===== src/rtl/fp_pkg.sv =====
// fp_pkg: shared types and constants for the floating-point normalizer
package fp_pkg;
  localparam int MANT_W = 24;
  localparam int EXP_W = 8;
  localparam int FRAC_W = 23;
  localparam logic [7:0] EXP_MAX = 8'hFF;
  typedef enum logic [1:0] {IDLE, SHIFT, DONE} state_e;
  typedef enum logic [1:0] {PK_NORM, PK_INF, PK_PZERO, PK_SZERO} pack_e;
  typedef struct packed {
    logic              sign;
    logic [7:0]        exp;
    logic [FRAC_W-1:0] frac;
  } fp_word_t;
endpackage


===== src/rtl/fp_pack.sv =====
// fp_pack: assembles the single-precision word or one of the special encodings
module fp_pack
  import fp_pkg::*;
(
  input  logic              sign_i,
  input  logic [7:0]        exp_i,
  input  logic [FRAC_W-1:0] frac_i,
  input  pack_e             mode_i,
  output fp_word_t          word_o
);
  // pick between the normal encoding and the zero/infinity words
  always_comb
    word_o = mode_i == PK_PZERO ? '0 :
             mode_i == PK_SZERO ? {sign_i, 31'b0} :
             mode_i == PK_INF   ? {sign_i, EXP_MAX, {FRAC_W{1'b0}}} :
                                  {sign_i, exp_i, frac_i};
endmodule


===== src/rtl/fp_normalizer.sv =====
// fp_normalizer: post-add normalization of an FP result into an IEEE-754 word
module fp_normalizer #(
  parameter int MANT_W = fp_pkg::MANT_W,
  parameter int EXP_W  = fp_pkg::EXP_W
) (
  input  logic              clock,
  input  logic              reset,
  input  logic              in_valid,
  output logic              in_ready,
  input  logic              sign_in,
  input  logic [EXP_W-1:0]  exponent_in,
  input  logic              carry_in,
  input  logic [MANT_W-1:0] mantissa_in,
  output logic              out_valid,
  input  logic              out_ready,
  output logic [31:0]       result,
  output logic              overflow,
  output logic              underflow
);
  import fp_pkg::*;
  state_e            state_q;
  logic              sign_q, sign_d, done_d, load;
  logic [EXP_W-1:0]  exp_q, exp_d, shl_exp;
  logic [MANT_W-1:0] mant_q, mant_d, shl_mant;
  pack_e             mode_d;
  fp_word_t          word;
  logic [31:0]       result_q;
  logic              overflow_q, underflow_q;
  assign shl_mant  = mant_q << 1;
  assign shl_exp   = exp_q - 1'b1;
  assign load      = (state_q == IDLE && in_valid) || state_q == SHIFT;
  assign in_ready  = state_q == IDLE;
  assign out_valid = state_q == DONE;
  assign result    = result_q;
  assign overflow  = overflow_q;
  assign underflow = underflow_q;
  // next datapath values: classify the incoming result in IDLE, one shift step in SHIFT
  always_comb begin
    sign_d = state_q == IDLE ? sign_in : sign_q;
    exp_d  = shl_exp;
    mant_d = shl_mant;
    done_d = shl_mant[MANT_W-1] || shl_exp == EXP_W'(1);
    mode_d = (!shl_mant[MANT_W-1] && shl_exp == EXP_W'(1)) ? PK_SZERO : PK_NORM;
    if (state_q == IDLE) begin
      exp_d  = exponent_in;
      mant_d = mantissa_in;
      done_d = 1'b1;
      mode_d = PK_NORM;
      if (exponent_in != EXP_MAX) begin
        if (carry_in) begin
          exp_d  = exponent_in + 1'b1;
          mant_d = {1'b1, mantissa_in[MANT_W-1:1]};
          mode_d = exponent_in == EXP_MAX - 1'b1 ? PK_INF : PK_NORM;
        end else if (mantissa_in == '0) begin
          mode_d = PK_PZERO;
        end else if (!mantissa_in[MANT_W-1]) begin
          done_d = exponent_in <= EXP_W'(1);
          mode_d = exponent_in <= EXP_W'(1) ? PK_SZERO : PK_NORM;
        end
      end
    end
  end
  fp_pack u_pack (
    .sign_i (sign_d),
    .exp_i  (exp_d),
    .frac_i (mant_d[FRAC_W-1:0]),
    .mode_i (mode_d),
    .word_o (word)
  );
  // control FSM plus datapath and registered result/flags
  always_ff @(posedge clock) begin
    if (reset) begin
      state_q     <= IDLE;
      result_q    <= '0;
      overflow_q  <= 1'b0;
      underflow_q <= 1'b0;
    end else begin
      case (state_q)
        IDLE: if (in_valid) begin
          sign_q  <= sign_d;
          exp_q   <= exp_d;
          mant_q  <= mant_d;
          state_q <= done_d ? DONE : SHIFT;
        end
        SHIFT: begin
          exp_q  <= exp_d;
          mant_q <= mant_d;
          if (done_d) state_q <= DONE;
        end
        DONE: if (out_ready) state_q <= IDLE;
        default: state_q <= IDLE;
      endcase
      if (load && done_d) begin
        result_q    <= word;
        overflow_q  <= mode_d == PK_INF;
        underflow_q <= mode_d == PK_SZERO;
      end
    end
  end
endmodule


===== config.mk =====
export PLATFORM = sky130hd
export DESIGN_NAME = fp_normalizer
export DESIGN_NICKNAME = d
export VERILOG_FILES = /design/src/rtl/fp_pkg.sv /design/src/rtl/fp_pack.sv /design/src/rtl/fp_normalizer.sv
export SDC_FILE = /design/constraint.sdc
export NUM_CORES = 1
export LEC_CHECK = 0
export CELL_PAD_IN_SITES_DETAIL_PLACEMENT = 2
export CELL_PAD_IN_SITES_GLOBAL_PLACEMENT = 2
export CORE_MARGIN = 4
export CORE_UTILIZATION = 35
export CTS_CLUSTER_SIZE = 16
export DETAILED_ROUTE_END_ITERATION = 10
export GPL_TIMING_DRIVEN = 0
export PLACE_DENSITY = 0.95
export SLEW_MARGIN = 20
export SYNTH_ARGS = -nofsm -noshare
export SYNTH_HDL_FRONTEND = slang
export SYNTH_SLANG_ARGS = --single-unit
export TNS_END_PERCENT = 100

===== constraint.sdc =====
create_clock -name clock -period 6.2 [get_ports clock]
set_input_delay 0.93 -clock clock [delete_from_list [all_inputs] [get_ports clock]]
set_output_delay 0.93 -clock clock [all_outputs]
set_load 0.1 [all_outputs]

# Word level (Yosys, flattened, before mapping)
# Cells that the tools add are included.
[classes]
n_lt_le_gt_ge = 1
n_mul = 0
add_sub_neg = 2
bitwise = 1
div_mod_pow = 0
eq_ne = 11
n_shift = 0
muxes = 32
reduce_logical = 12
[op_table]
columns = ["cell", "count"]
rows = [
  ["23-bit two-way mux", 4],
  ["31-bit two-way mux", 2],
  ["23-bit one-hot mux with 2 select lines", 1],
  ["32-bit two-way mux", 1],
  ["8-bit two-way mux", 4],
  ["24-bit zero test", 1],
  ["2-bit two-way mux", 11],
  ["8-bit one-hot mux with 2 select lines", 1],
  ["3-bit AND reduction", 3],
  ["8-bit by 1-bit adder with 8-bit output (second input constant)", 1],
  ["8-bit by 1-bit == test with 1-bit output (second input constant)", 1],
  ["8-bit == test (second input constant)", 1],
  ["8-bit by 1-bit less-or-equal comparator with 1-bit output (second input constant)", 1],
  ["8-bit inequality test (second input constant)", 1],
  ["8-bit by 1-bit subtractor with 8-bit output (second input constant)", 1],
  ["1-bit two-way mux", 7],
  ["2-bit == test (second input constant)", 3],
  ["2-bit one-hot mux with 3 select lines", 1],
  ["2-bit by 1-bit == test with 1-bit output (second input constant)", 2],
  ["2-bit inequality test (second input constant)", 2],
  ["1-bit logical AND", 3],
  ["2-bit zero test", 1],
  ["1-bit logical OR", 2],
  ["2-bit by 1-bit inequality test with 1-bit output (second input constant)", 1],
  ["3 further kinds", 3],
]
[totals]
memories = 0
reg_bits = 68
ramBits = 0
output_inout_bits = 36
latch_bits = 0
input_bits = 38
romBits = 0
word_cells = 66

# Depth between registers and ports, before layout
# Gate-level depths: netlist of run 1.
[depth]
depth_word = 11
depth_mapped = 10
depth_no_buf = 8

# Modules after synthesis
# A second synthesis of run 1 with hierarchy kept.
[hier_totals]
cells_unflattened = 418
hier_area_um2 = 3895.0
[modules_own_cells]
columns = ["module", "seq_area_each_um2", "instances", "cells_per_inst", "area_each_um2"]
rows = [
  ["fp_normalizer", 1681.6, 1, 372, 3618.5],
  ["fp_pack", 0.0, 1, 46, 276.5],
]

# Least setup slack after synthesis of run 1
# No wires, ideal clock.
[synth_timing]
kind = "input to register"
startpoint = "input port in_valid"
endpoint = "register result_q[23] (netlist: result[23])"
slack_ps = 2077
setup_ps = 68
stages = 5
t_arrival_ps = 4055
cell_sequence = "nor2_1 nor3_1 or4b_4 buf_6 o2bb2ai_4"
[synth_between]
elab_chain_len = 3
[synth_rtl]
columns = ["element", "line_no", "source"]
rows = [
  ["start: declaration", "fp_normalizer.sv:8", "input logic in_valid,"],
  ["1-bit logical AND", "fp_normalizer.sv:31", "assign load = (state_q == IDLE && in_valid) || state_q == SHIFT;"],
  ["1-bit logical OR", "fp_normalizer.sv:31", ""],
  ["1-bit logical AND", "fp_normalizer.sv:93", "if (load && done_d) begin"],
  ["end signal: assignment", "fp_normalizer.sv:94", "result_q <= word;"],
  ["end: declaration", "fp_normalizer.sv:27", "logic [31:0] result_q;"],
]
# No other way between the ends.
# A chain may end at the register's enable or synchronous reset.

# Worst setup path after layout of run 1
[layout_timing]
startpoint = "input port exponent_in[0]"
endpoint = "register result_q[21] (netlist: result[21])"
[layout_between]
elab_chain_len = 11
elab_cells_between_ends = 24
cone_classes = "1 x order compare; 5 x eq/ne; 17 x mux; 1 x reduce/logical"
[layout_rtl]
columns = ["element", "line_no", "source"]
rows = [
  ["start: declaration", "fp_normalizer.sv:11", "input logic [EXP_W-1:0] exponent_in,"],
  ["8-bit by 1-bit less-or-equal comparator with 1-bit output", "fp_normalizer.sv:57, fp_normalizer.sv:58", ""],
  ["2-bit two-way mux", "fp_normalizer.sv:58", "mode_d = exponent_in <= EXP_W'(1) ? PK_SZERO : PK_NORM;"],
  ["2-bit two-way mux", "fp_normalizer.sv:56", "end else if (!mantissa_in[MANT_W-1]) begin"],
  ["2-bit two-way mux", "fp_normalizer.sv:54", "end else if (mantissa_in == '0) begin"],
  ["2-bit two-way mux", "fp_normalizer.sv:50", "if (carry_in) begin"],
  ["2-bit two-way mux", "fp_normalizer.sv:49", "if (exponent_in != EXP_MAX) begin"],
  ["2-bit two-way mux", "fp_normalizer.sv:44", "if (state_q == IDLE) begin"],
  ["2-bit by 1-bit == test with 1-bit output", "fp_pack.sv:15", "mode_i == PK_INF ? {sign_i, EXP_MAX, {FRAC_W{1'b0}}} :"],
  ["31-bit two-way mux", "fp_pack.sv:15", ""],
  ["31-bit two-way mux", "fp_pack.sv:14", "mode_i == PK_SZERO ? {sign_i, 31'b0} :"],
  ["32-bit two-way mux", "fp_pack.sv:13", "word_o = mode_i == PK_PZERO ? '0 :"],
]
# Several ways; a longest one is shown, not always the timed one.

==> results of run 1 <==
worst max-delay path: cells and delay by family:
kind / cells / cell delay (ns)
AO/OA/AOI/OAI: 3 / 1.12
adder cells (fa/ha/maj): 1 / 0.22
buffers and inverters: 3 / 0.99
AND/OR/NAND/NOR: 2 / 0.83
synthesized netlist by cell type, drive strengths merged (3+ instances only):
library cell	number	area (um2)
dfxtp	36	721
edfxtp	32	961
nand2	30	113
o21ai	29	145
mux2i	26	260
a32o	23	230
nor2	22	82.6
buf	11	72.6
clkbuf	8	31.3
nor4	8	50.1
o2bb2ai	8	133
ha	6	75.1
inv	6	22.5
xnor2	6	52.6
a21oi	5	28.8
xor2	5	43.8
a22oi	4	30.0
nand4	4	25.0
nor3	4	20.0
nand2b	3	18.8
or2	3	18.8
or3	3	21.3
or3b	3	26.3
state kept, by name (all words and copies together) (netlist names):
signal     cells
result        32
mant_q        23
exp_q          8
state_q        2
overflow       1
sign_q         1
underflow      1
stage by stage:
step	util	cells	instance area [um2]	setup slack, ns
3_5_place_dp	0.455	531	4450	2.06
3_3_place_gp	0.451	528	4410	0.202
2_1_floorplan	-	323	3520	2.08
6_report	0.475	547	4650	2.35
4_1_cts	0.475	547	4650	2.36
5_1_grt	0.475	547	4650	2.17
cells by family after synthesis:
kind of cell,count (synthesis)
AND/OR/NAND/NOR,97
multiplexers,26
buffers and inverters,26
XOR/XNOR,11
AO/OA/AOI/OAI,89
adder cells (fa/ha/maj),6
flip-flops,68
how the worst max path moves through the flow:
stage                              endpoint  slack, ns  cells past startpoint
floorplan           result[23]$_SDFFE_PP0P_       2.08                      5
global placement    result[27]$_SDFFE_PP0P_       0.20                      5
detailed placement  result[21]$_SDFFE_PP0P_       2.06                      9
CTS                 result[21]$_SDFFE_PP0P_       2.36                      9
global route        result[21]$_SDFFE_PP0P_       2.17                      9
finish              result[21]$_SDFFE_PP0P_       2.35                      9
per-layer routing:
metal	up-vias	share of wire	track usage
met5	-	0	0
met4	0	0.016	0.0721
met3	18	0.052	0.0591
met2	93	0.53	0.437
met1	1632	0.41	0.271
li1	1412	-	-
layout make-up:
cell class | instances | share of cell area
clock buffer | 11 | 0.0328
multi-input combinational | 229 | 0.369
tap | 133 | 0.0358
buffer | 19 | 0.0223
inverter | 7 | 0.00565
sequential | 68 | 0.362
clock inverter | 5 | 0.0105
timing repair buffer | 75 | 0.162
power by group:
part | switching [mW] | leakage [nW] | internal, mW | total [mW]
combinational | 0.291 | 0.968 | 0.116 | 0.407
sequential | 0.0261 | 0.594 | 0.515 | 0.542
clock | 0.182 | 0.106 | 0.207 | 0.389
==> results.cfg, run 1 <==
[outcome]
status = finished, final reports clean

[timing]
final-max-slew-violation-count = 0
rsz_0062_raised_after_global_routing = no
actual_transition_at_the_worst_max_transition_pin_ns = 1.02
finalHoldViolations = 0
setup_total_negative_slack_ns = 0
timing.hold.ws_ns = 0.473
finalWorstPathRequiredPeriod_ns = 3.85
finalCritPeriodShare = 0.621
finClkSkew_ns = 0.0146
slew_headroom = 0.318
fmax_mhz = 260
timing.final.setup_violations = 0

[detailed_routing]
drt_iter0_markers = 121
detailedRoute.firstPassIterationCount = 5
vias = 3155
finalWirelength_um = 13100
route.detailed.drc = 0
routed_via_density = 5.77
post_drt_wl_per_cell_um = 24.0
detail-route-antenna-nets = 0

[synth]
synth.yosys.warnings = 0
share_of_async_settable_or_async_resettable_flops_after_synthesis = 0
synthSimpleGateAreaFrac = 0.145
syn_nets = 367
synth-adder-area-share = 0.0213
synth_seq_cells = 68
ys_seq_area_frac = 0.477
largest_family_of_logic_cells_by_synthesized_area = compound AO/OA/AOI/OAI gates
synth_compound_area_frac = 0.219
synth_enable_flop_cells = 32
post_synthesis_instance_area_um2 = 3520
netlist-cell-type-count = 62
post_synth_xor_area_fraction = 0.0273
synth_cells = 323
dominantRegCellSynth = dfxtp_1
post_synth_mux_area_share = 0.0739
average_size_of_a_mapped_cell_um2 = 10.9

[critical_path]
worstPathRequired_ns = 6.45
slowest_cell_on_the_critical_path = clkdlybuf4s50_1
timing.critical_path.slowest_cell_delay_ns = 0.56
worstPathCellList = clkdlybuf4s50_1, inv_1, ha_1, o211ai_1, or4b_1, o21ai_0, nor2_1, buf_2, a32o_1
r2r.worst_path.cells = 9
crit_start = exponent_in[0]
critical_path.reg2reg.startpoint = exp_q[0]$_DFFE_PP_
critPathLaunchType = input port
critical_path_class = input port to flip-flop
worstPathMaxFanout = 10
worst_r2r_endpoint = result[21]$_SDFFE_PP0P_
crit_path_end_kind = flip-flop
worstPathArrival_ns = 4.10
regToRegSetupSlack_ns = 2.87

[flow_run]
max_cap_violations = 0

[global_routing]
antenna_found_initial = 0
first_global_vias = 3582
total_track_usage = 0.238
grt_start_max_net_pins = 12
gr-total-overflow = 0
grt_first_pass_wirelength_um = 21000

[placed_design]
portBuffers = 72
hpwl_um = 9510
gp_congestion = 0.849

[final_layout]
commonest_cells_after_routing_fill_and_taps_aside = clkdlybuf4s50_1, dfxtp_1, edfxtp_1
sequential_cell_area_um2 = 1680
most_frequent_standard_cell_in_the_layout_excluding_fill_and_tap_cells = clkdlybuf4s50_1
finalNetCount = 453
total_inserted_antenna_cells = 0
area.growth.synth_to_final_pct = 31.9
final.fill_count = 1012
post_route_cells_drive_above_1_share = 0.128
multi_input_logic_area_um2 = 1720

[floorplan]
die_area_um2 = 11700
floorplan.initialDensity = 0.360
core_region_area_um2 = 9770
rows = 36
die_height_um = 108
num_io_pins = 74
chipWidth_um = 108

[hold_path]
worst_hold_path_type = flip-flop to flip-flop
timing.hold.worst_endpoint = result[19]$_SDFFE_PP0P_
min_from = result[19]$_SDFFE_PP0P_
timing.hold.worst_path_depth = 1

[power_and_ir_drop]
worst_ir_drop_vdd_mv = 0.145
power.density_nw_per_um2 = 288
power.total_mw = 1.34
power.leakage_nw = 1.67

[clock_network]
cts.repair_timing.setup_buffer_count = 0
postCtsHoldBufs = 0
post_cts.resized_instances = 0
cts-buffers-inserted = 9
ctsLongestPathBuffers = 2
clock_sink_count = 68
cts.htree.levels = 3
tritoncts = built
clk_pin_slew_ns = 0.08
clock_tree.root_cell = clkbuf_8
clock_insertion_delay_worst_skew_ns = 0.37
(Power assumes the default switching activity.)
==> run 2: changes to the inputs <==
--- a/config.mk
+++ b/config.mk
@@ -8,11 +8,11 @@
 export CELL_PAD_IN_SITES_DETAIL_PLACEMENT = 2
 export CELL_PAD_IN_SITES_GLOBAL_PLACEMENT = 2
 export CORE_MARGIN = 4
-export CORE_UTILIZATION = 35
+export CORE_UTILIZATION = 29
 export CTS_CLUSTER_SIZE = 16
 export DETAILED_ROUTE_END_ITERATION = 10
 export GPL_TIMING_DRIVEN = 0
-export PLACE_DENSITY = 0.95
+export PLACE_DENSITY = 0.86
 export SLEW_MARGIN = 20
 export SYNTH_ARGS = -nofsm -noshare
 export SYNTH_HDL_FRONTEND = slang
==> constraint.sdc (replaced) <==
create_clock -name clock -period 3.1 [get_ports clock]
set_input_delay 0.465 -clock clock [delete_from_list [all_inputs] [get_ports clock]]
set_output_delay 0.465 -clock clock [all_outputs]
set_load 0.1 [all_outputs]
==> results.cfg, run 2 (same netlist as run 1, synthesis figures left out) <==
[critical_path]
worstPathMaxFanout = 10
worstPathArrival_ns = 3.28
worstPathRequired_ns = 3.32
worst_path_dominant_cell_family = buffers and inverters
timing.critical_path.slowest_cell_delay_ns = 0.58
worstPathCellList = clkdlybuf4s50_1, inv_1, ha_1, o211ai_1, or4b_1, o21ai_2, nor2_2, buf_2, a32o_1
regToRegSetupSlack_ns = 0.13
critPathLaunchType = input port
r2r.worst_path.cells = 10
worst_r2r_endpoint = result[3]$_SDFFE_PP0P_
total_number_of_cells_along_the_worst_setup_path = 9
timing.critical_path.buf_inv = 3
crit_start = exponent_in[0]
critical_path.reg2reg.startpoint = exp_q[1]$_DFFE_PP_
critical_path_class = input port to flip-flop
crit_path_end_kind = flip-flop
slowest_cell_on_the_critical_path = clkdlybuf4s50_1
timing.critical_path.to = result[20]$_SDFFE_PP0P_

[timing]
finClkSkew_ns = 0.0110
finalHoldViolations = 0
finalWorstPathRequiredPeriod_ns = 3.06
finalCritPeriodShare = 0.987
final-max-slew-violation-count = 0
fmax_mhz = 327
timing.final.setup_violations = 0
timing.hold.ws_ns = 0.466
actual_transition_at_the_worst_max_transition_pin_ns = 0.991
setup_total_negative_slack_ns = 0
slew_headroom = 0.337

[clock_network]
clk_pin_slew_ns = 0.05
clock_insertion_delay_worst_skew_ns = 0.34
tritoncts = built
clock_tree.root_cell = clkbuf_16
ctsLongestPathBuffers = 2
postCtsHoldBufs = 0
cts.htree.levels = 3
clock_sink_count = 68
cts-buffers-inserted = 9

[global_routing]
grt_start_max_net_pins = 15
grt_first_pass_wirelength_um = 19000
gr-total-overflow = 0
total_track_usage = 0.174
first_global_vias = 3352
antenna_found_initial = 0

[placed_design]
postPlaceCellArea_um2 = 4460
hpwl_um = 8740
gp_congestion = 0.864
dp_cells = 540
portBuffers = 72

[final_layout]
area.growth.synth_to_final_pct = 38.0
total_inserted_antenna_cells = 0
post-route-cell-area_um2 = 4860
largest_reg_flops = 32
final.fill_count = 1213
post_route_cells_drive_above_1_share = 0.151
finalNetCount = 457
final_cells = 561
most_frequent_standard_cell_in_the_layout_excluding_fill_and_tap_cells = clkdlybuf4s50_1
commonest_cells_after_routing_fill_and_taps_aside = clkdlybuf4s50_1, dfxtp_1, edfxtp_1

[power_and_ir_drop]
power.density_nw_per_um2 = 624
power.leakage_nw = 1.75
worst_ir_drop_vdd_mv = 0.328

[floorplan]
num_io_pins = 74
rows = 39
floorplan.initialDensity = 0.302
chipWidth_um = 118
core_region_area_um2 = 11700
die_area_um2 = 14000
die_height_um = 118

[detailed_routing]
detailedRoute.firstPassIterationCount = 4
post_drt_wl_per_cell_um = 22.1
detail-route-antenna-nets = 0
routed_via_density = 5.41
finalWirelength_um = 12400
drt_iter0_markers = 150
route.detailed.drc = 0
vias = 3036

[flow_run]
max_cap_violations = 0

[outcome]
status = finished, final reports clean

[hold_path]
worst_hold_path_type = flip-flop to flip-flop
timing.hold.worst_path_depth = 1
==> run 2: cell count changes in the layout (fill, tap and decap cells not counted), sizes merged <==
| cell | previous run | this run |
|---|---|---|
| buf | 14 | 17 |
| bufinv | 1 | 2 |
| clkbuf | 19 | 21 |
| clkinv | 5 | 2 |
| clkinvlp | 0 | 1 |
==> run 2: area by class of cell <==
cell class | count | area, um2 | area share
multi-input combinational | 229 | 1750 | 0.360
clock buffer | 12 | 256 | 0.0528
clock inverter | 4 | 71.3 | 0.0147
tap | 143 | 179 | 0.0368
timing repair buffer | 79 | 788 | 0.162
sequential | 68 | 1680 | 0.346
buffer | 19 | 106 | 0.0219
inverter | 7 | 26.3 | 0.00541
==> run 2: what timing repair did <==
action | in CTS | in global routing
setup buffers | 0 | 5
gates resized for setup | 2 | 7
endpoints found under the setup margin | 20 | 34
endpoints found under the hold margin | 0 | 0
pin swaps | 0 | 2
==> run 2: per-stage QoR <==
stage,power (mW),utilization,setup slack [ns]
detailed placement,1.90,0.383,-0.599
floorplan,1.64,-,0.359
finish,3.04,0.417,0.0411
global route,3.15,0.417,-0.0387
CTS,3.05,0.411,0.0326
global placement,1.87,0.380,-0.983
==> run 2: worst min path at each step <==
stage / startpoint / slack, ns / to
after floorplan: state_q[1]$_SDFFE_PP0P_ / 0.46 / state_q[0]$_SDFFE_PP0P_
after global placement: result[17]$_SDFFE_PP0P_ / 0.46 / result[17]$_SDFFE_PP0P_
after detailed placement: result[1]$_SDFFE_PP0P_ / 0.46 / result[1]$_SDFFE_PP0P_
after CTS: result[17]$_SDFFE_PP0P_ / 0.48 / result[17]$_SDFFE_PP0P_
after global routing: result[4]$_SDFFE_PP0P_ / 0.48 / result[4]$_SDFFE_PP0P_
final: result[1]$_SDFFE_PP0P_ / 0.47 / result[1]$_SDFFE_PP0P_
==> run 2: routing by layer <==
metal | track usage | up-vias | part of all wire
li1 | - | 1423 | -
met1 | 0.207 | 1540 | 0.43
met2 | 0.317 | 63 | 0.53
met3 | 0.0310 | 10 | 0.031
met4 | 0.0557 | 0 | 0.013
met5 | 0 | - | 0
==> run 2: power by group <==
group / switching [mW] / internal (mW) / leakage (nW) / total (mW)
combinational: 0.575 / 0.237 / 0.997 / 0.812
clock: 0.398 / 0.746 / 0.156 / 1.14
sequential: 0.0474 / 1.03 / 0.594 / 1.08
==> run 3: changes to the inputs <==
--- a/config.mk
+++ b/config.mk
@@ -5,14 +5,16 @@
 export SDC_FILE = /design/constraint.sdc
 export NUM_CORES = 1
 export LEC_CHECK = 0
+export ABC_AREA = 1
 export CELL_PAD_IN_SITES_DETAIL_PLACEMENT = 2
 export CELL_PAD_IN_SITES_GLOBAL_PLACEMENT = 2
 export CORE_MARGIN = 4
-export CORE_UTILIZATION = 29
+export CORE_UTILIZATION = 27
+export CTS_BUF_LIST = sky130_fd_sc_hd__clkbuf_2 sky130_fd_sc_hd__clkbuf_4 sky130_fd_sc_hd__clkbuf_8
 export CTS_CLUSTER_SIZE = 16
 export DETAILED_ROUTE_END_ITERATION = 10
 export GPL_TIMING_DRIVEN = 0
-export PLACE_DENSITY = 0.86
+export PLACE_DENSITY = 0.89
 export SLEW_MARGIN = 20
 export SYNTH_ARGS = -nofsm -noshare
 export SYNTH_HDL_FRONTEND = slang
==> results.cfg, run 3 <==
[power_and_ir_drop]
worst_ir_drop_vdd_mv = 0.303
power.leakage_nw = 2.18
power.density_nw_per_um2 = 698
power.total_mw = 3.55

[hold_path]
worst_hold_path_type = flip-flop to flip-flop
min_from = underflow$_SDFFE_PP0P_

[clock_network]
tritoncts = built
clock_sink_count = 68
cts.htree.levels = 3
ctsLongestPathBuffers = 2
clk_pin_slew_ns = 0.08
postCtsHoldBufs = 0
clock_tree.root_cell = clkbuf_8
cts.repair_timing.setup_buffer_count = 0
cts-buffers-inserted = 9
clock_insertion_delay_worst_skew_ns = 0.36

[outcome]
status = finished, final reports clean

[timing]
timing.final.setup_violations = 0
slew_headroom = 0.338
rsz_0062_raised_after_global_routing = no
finalHoldViolations = 0
actual_transition_at_the_worst_max_transition_pin_ns = 0.990
finClkSkew_ns = 0.0110
finalCritPeriodShare = 0.918
fmax_mhz = 351
final-max-slew-violation-count = 0
finalWorstPathRequiredPeriod_ns = 2.85
setup_total_negative_slack_ns = 0

[synth]
synth_most_common_cell = nand2_1
netlist-cell-type-count = 30
synthDominantAreaCellType = edfxtp_1
share_of_async_settable_or_async_resettable_flops_after_synthesis = 0
post_synthesis_instance_area_um2 = 3910
ys_seq_area_frac = 0.430
dominantRegCellSynth = dfxtp_1
synthTopCellsByCount = nand2_1, nor2_1, a21oi_1
syn_nets = 597
average_size_of_a_mapped_cell_um2 = 7.07
synth_cells = 553
post-synth-top-area-fraction = 0.246
synth_seq_cells = 68
synth.yosys.warnings = 0
synth_enable_flop_cells = 32
synth.top_cells.by_area = edfxtp_1, dfxtp_1, nand2_1

[detailed_routing]
detail-route-antenna-nets = 0
vias = 3982
routed_via_density = 4.84
detailedRoute.firstPassIterationCount = 4
route.detailed.drc = 0
post_drt_wl_per_cell_um = 17.5
finalWirelength_um = 14400
drt_iter0_markers = 218

[final_layout]
area.growth.synth_to_final_pct = 30.1
total_inserted_antenna_cells = 0
largest_reg_flops = 32
commonest_cells_after_routing_fill_and_taps_aside = nand2_1, nor2_1, clkdlybuf4s50_1
post_route_cells_drive_above_1_share = 0.0997
most_frequent_standard_cell_in_the_layout_excluding_fill_and_tap_cells = nand2_1
final_cells = 822
finalNetCount = 681

[critical_path]
critical_path.reg2reg.startpoint = exp_q[0]$_DFFE_PP_
worst_path_dominant_cell_family = buffers and inverters
critical_path_class = flip-flop to output port
timing.critical_path.buf_inv = 2
slowest_cell_on_the_critical_path = dlygate4sd2_1
worstPathMaxFanout = 10
crit_path_end_kind = output port
worstPathRequired_ns = 2.63
worstPathCellList = nor2_4, clkbuf_1, dlygate4sd2_1
critPathLaunchType = flip-flop
worstPathArrival_ns = 2.38
crit_start = state_q[0]$_SDFFE_PP0P_
timing.critical_path.slowest_cell_delay_ns = 0.92

[floorplan]
floorplan.initialDensity = 0.279
chipWidth_um = 128
core_region_area_um2 = 14000
die_height_um = 128
num_io_pins = 74
rows = 43
die_area_um2 = 16500

[placed_design]
dp_cells = 806
portBuffers = 72
hpwl_um = 10800
gp_congestion = 0.782

[flow_run]
max_cap_violations = 0

[global_routing]
total_track_usage = 0.177
grt_first_pass_wirelength_um = 22900
grt_start_max_net_pins = 21
antenna_found_initial = 0
gr-total-overflow = 0
first_global_vias = 4415
## run 3: logic make-up after synthesis
| family | count (synthesis) | share of synthesized area |
|---|---|---|
| adders and majority gates | 6 | 0.0192 |
| AOI/OAI and AO/OA | 75 | 0.102 |
| DFF | 68 | 0.430 |
| xor gates and xnor gates | 4 | 0.00896 |
| buffers and inverters | 86 | 0.0960 |
| and+or+nand+nor | 314 | 0.344 |
## run 3: worst paths after layout
path              slack, ns  depth (start not counted)                      end
hold / removal         0.45                          2   underflow$_SDFFE_PP0P_
setup reg to reg       0.42                         16  result[16]$_SDFFE_PP0P_
hold reg to reg        0.45                          2   underflow$_SDFFE_PP0P_
setup / recovery       0.25                          3                 in_ready
## run 3: power by group
part           total [mW]  switching [mW]  internal (mW)
Sequential           1.17          0.0696           1.10
Combinational        1.62            1.20          0.422
Clock               0.760           0.379          0.381
## run 3: worst min-delay path, cell delays in order, from the launching register on
cell and delay (ns):
dfxtp_1 0.31, inv_1 0.05, a21oi_1 0.05
## run 3: area by class of cell
type,count,area [um2]
clock buffers,10,131
fillers,1668,8950
well taps,180,225
repair buffers,73,747
plain buffers,25,146
inverters,61,229
clock inverters,6,65.1
multi-input cells,399,1860
flip-flops and latches,68,1680
## run 3: what timing repair did
item	CTS	global route
endpoints found under the hold margin	0	0
gates resized for setup	1	0
endpoints found under the setup margin	1	0
## run 3: layer usage
layer | vias up | global-route usage | wire length, um
met5 | - | 0 | 0
met4 | 0 | 0.0499 | 210
met3 | 14 | 0.0307 | 706
met2 | 95 | 0.317 | 7240
met1 | 1944 | 0.217 | 6250
li1 | 1929 | - | -
## run 3: through the flow
| step | util | hold slack, ns | setup WS [ns] | cell area (um2) |
|---|---|---|---|---|
| floorplan | - | 0.510 | 0.480 | 3910 |
| global placement | 0.346 | 0.439 | -0.709 | 4860 |
| detailed placement | 0.348 | 0.449 | -0.0670 | 4890 |
| CTS | 0.362 | 0.460 | 0.220 | 5090 |
| global route | 0.362 | 0.492 | 0.0905 | 5090 |
| finish | 0.362 | 0.454 | 0.254 | 5090 |
